## src/rtl/toy_checker_sat_counter.sv

```systemverilog
// Saturating up-counter with synchronous clear; holds at all-ones instead of wrapping.
// Updates one cycle after inc; clr wins over inc.
module sat_counter #(
    parameter int CNT_W = 8
) (
    input  logic             clk,
    input  logic             rst_n,
    input  logic             inc,
    input  logic             clr,
    output logic [CNT_W-1:0] cnt
);

    logic [CNT_W-1:0] cnt_q;
    logic [CNT_W-1:0] cnt_d;

    always_comb begin
        cnt_d = cnt_q;
        if (clr) begin
            cnt_d = '0;
        end else if (inc && (cnt_q != {CNT_W{1'b1}})) begin
            cnt_d = cnt_q + 1'b1;
        end
    end

    always_ff @(posedge clk or negedge rst_n) begin
        if (!rst_n) begin
            cnt_q <= '0;
        end else begin
            cnt_q <= cnt_d;
        end
    end

    assign cnt = cnt_q;

endmodule

```

## config.mk

```make
export PLATFORM = sky130hd
export DESIGN_NAME = sat_counter
export DESIGN_NICKNAME = d
export VERILOG_FILES = /design/src/rtl/toy_checker_sat_counter.sv
export SDC_FILE = /design/constraint.sdc
export NUM_CORES = 1
export LEC_CHECK = 0
export ABC_AREA = 0
export CORE_MARGIN = 2
export CORE_UTILIZATION = 35
export DETAILED_ROUTE_END_ITERATION = 8
export GPL_ROUTABILITY_DRIVEN = 0
export GPL_TIMING_DRIVEN = 0
export PLACE_DENSITY = 0.68
export REMOVE_ABC_BUFFERS = 1
export SLEW_MARGIN = 20
export SYNTH_ARGS = -nofsm -noshare
export SYNTH_HDL_FRONTEND = slang
export SYNTH_SLANG_ARGS = --single-unit
```

## constraint.sdc

```tcl
create_clock -name clk -period 1.5 [get_ports clk]
set_input_delay 0.3 -clock clk [delete_from_list [all_inputs] [get_ports clk]]
set_output_delay 0.3 -clock clk [all_outputs]
set_load 0.005 [all_outputs]
```

==> impl_metrics.csv <==
group,metric,value,unit
status,status,"finished clean",
sta,hold_ws,0.321,ns
placement,port_buffers,11,
synth,syn_area,464,µm²
floorplan,dieArea,1630,µm²
placement,dpl.hpwl,723,µm
flow_run,max-cap-violations,0,
drt,drtIter0Drc,12,
global_routing,use_met2,0.266,
clock_network,cts_buffers,3,
finish,final_nets,79,
clock_network,cts_sinks,8,
sta,tns,0,ns
critical_path,worstPathMaxFanout,3,
clock_network,cts-root-buf,"clkbuf_4",
critical_path,cp_cell_sequence,"clkdlybuf4s50_1",
drt,detail_route.vias_per_cell,5.44,
sta,slew_headroom,0.742,
finish,area_growth,55.0,%
synth,syn_inst,49,
synth,synth.area.top_cells,"dfrtp_1, mux2_2, nor3_1",
global_routing,track_usage,0.176,
critical_path,worstSetupStartpointType,"register",
finish,multi_input_area,270,µm²
synth,synthDistinctLibCells,28,
clock_network,cts_buffer_depth,2,
critical_path,cpMaxStageDelayCell,"clkdlybuf4s50_1",
finish,final_area,719,µm²
critical_path,arrival,1.16,ns
global_routing,grt_pass1_wl,1770,µm
critical_path,critPathCaptureType,"output pin",
global_routing,antenna_found_initial,0,
finish,seq_area,204,µm²
critical_path,cpPeakStageDelay,0.51,ns
global_routing,grt-busiest-layer,"met2",
clock_network,worstSkewPairLatency,0.26,ns
synth,ys_warn_count,0,
power,p_per_area,640,nW/µm²
sta,slew_viol_final,0,
floorplan,initial_core_util,0.366,
synth,async_flop_share,1.00,
synth,synth_edf_count,0,
critical_path,rr_worst_depth,4,
global_routing,met1_usage,0.211,
finish,fillers,125,
critical_path,r2r_slack,0.05,ns
synth,synth_top_cell_area_share,0.431,
sta,min_period,1.46,ns
global_routing,grt_pass1_vias,391,
drt,routed_wl,1130,µm
sta,hold_viol_final,0,
clock_network,path_clk_slew,0.06,ns
drt,dr.pass1.iters,4,
finish,drive_gt1_frac,0.333,
floorplan,coreArea,1270,µm²
critical_path,worst-endpoint-required,1.20,ns
synth,seq_area_frac_synth,0.431,
sta,final.setup_skew,0.00985,ns
synth,netlist.top_cell.by_area,"dfrtp_1",
drt,drc,0,
clock_network,htree_levels,1,
critical_path,critPathTopFamily,"buffers and inverters",
global_routing,grt_start_max_net_pins,12,
sta,min_period_over_period,0.970,
drt,wl_per_cell,12.9,µm
critical_path,r2r-start,"cnt[0]",
sta,setup_viol,0,
global_routing,use_met3,0.0833,
worst_hold_path,hold_class,"in -> async",
synth,avgSynthCellArea,9.47,µm²
floorplan,io_pins,12,
finish,largest_register_ffs,8,
floorplan,die_w,40.4,µm
power,max-vdd-ir-drop,0.000400,V
power,leakage,0.321,nW
synth,synthFlopType,"dfrtp_1",
sta,max_freq,687,MHz
finish,n_antenna_cell,0,
global_routing,gr-total-overflow,0,
floorplan,die_y,40.4,µm
clock_network,cts_tree,"done",
critical_path,crit_buf_inv,1,
drt,antenna_left,0,
critical_path,timing.rr.end,"cnt[0]",
drt,vias,473,
sta,worst_pin_slew,0.385,ns
floorplan,rows,13,
critical_path,criticalPathCategory,"reg -> out",
placement,placed_area,584,µm²
synth,ys_ff_latch,8,
-- worst max path at each step --
| stage | startpoint | endpoint | slack, ns | depth (start not counted) |
|---|---|---|---|---|
| finish | cnt[4] | cnt[4] | 0.04 | 1 |
| global route | cnt[7] | cnt[5] | -0.04 | 4 |
| CTS | cnt[0] | cnt[0] | -0.03 | 4 |
| detailed placement | inc | cnt[5] | -0.29 | 4 |
| global placement | inc | cnt[7] | -0.22 | 4 |
| floorplan | cnt[0] | cnt[0] | -0.10 | 4 |
-- report_power, final --
group	total, mW	internal [mW]	switching, mW
Combinational	0.0601	0.0340	0.0260
Clock	0.171	0.0919	0.0786
Sequential	0.230	0.222	0.00789
-- repair_timing --
item / CTS / global route
endpoints found under the hold margin: 0 / 0
endpoints found under the setup margin: 7 / 11
resized for setup: 6 / 6
setup buffers: 4 / 7
hold buffers: 0 / 0
pin swaps: 1 / 1
-- synthesized netlist by cell type, drive strengths merged, types with 2 or more instances --
library cell	instances
nor2b	3
nor3	4
nand2b	3
nand3	3
mux2	2
a21oi	3
and4	2
inv	2
dfrtp	8
nand2	2
nor2	2
-- layout by cell type (no fill, tap or decap) --
| master | n |
|---|---|
| nand3_2 | 1 |
| nand2b_1 | 3 |
| a31oi_1 | 1 |
| nor2_1 | 2 |
| mux2_2 | 2 |
| dfrtp_1 | 5 |
| o21ai_0 | 1 |
| or3_1 | 1 |
| nand2_1 | 2 |
| nor4_1 | 1 |
| and3_1 | 1 |
| a41oi_1 | 1 |
| and4_1 | 1 |
| mux2i_1 | 1 |
| a21boi_2 | 1 |
| and4_4 | 1 |
| clkdlybuf4s50_1 | 8 |
| nand3_1 | 2 |
| a2111oi_1 | 1 |
| ha_4 | 1 |
| a21oi_1 | 2 |
| nor3b_1 | 1 |
| nor2b_1 | 3 |
| a21oi_2 | 1 |
| clkbuf_4 | 3 |
| a211oi_1 | 1 |
| nand4_1 | 1 |
| inv_1 | 2 |
| buf_4 | 11 |
| dlygate4sd2_1 | 1 |
| dfrtp_2 | 3 |
| dlymetal6s2s_1 | 2 |
| nor3_1 | 4 |
-- metal layers --
layer | part of all wire | routed length (µm)
met1 | 0.42 | 476
met4 | 0.011 | 12
met2 | 0.52 | 583
met3 | 0.046 | 52
met5 | 0 | 0
-- stage by stage --
stage          instances   util  setup slack [ns]  total power, mW
6_report              87  0.567            0.0446            0.461
5_1_grt               87  0.567           -0.0388            0.486
4_1_cts               80  0.516           -0.0259            0.462
3_5_place_dp          73  0.461            -0.289            0.280
3_3_place_gp          73  0.461            -0.222            0.279
2_1_floorplan         47      -            -0.104            0.248
-- cells by family after synthesis --
logic type               Yosys count  share of synthesized area
flip-flops                         8                      0.431
AO/OA/AOI/OAI                      9                      0.127
buffers and inverters              4                     0.0350
adder cells (fa/ha/maj)            1                     0.0269
multiplexers                       3                     0.0701
AND/OR/NAND/NOR                   24                      0.310
-- cell type report --
type	count	area share
multi-input combinational	37	0.376
tap	15	0.0261
sequential	8	0.283
clock buffer	3	0.0313
timing repair buffer	22	0.273
inverter	2	0.0104
Note: power is estimated with default switching activity, not from simulation.
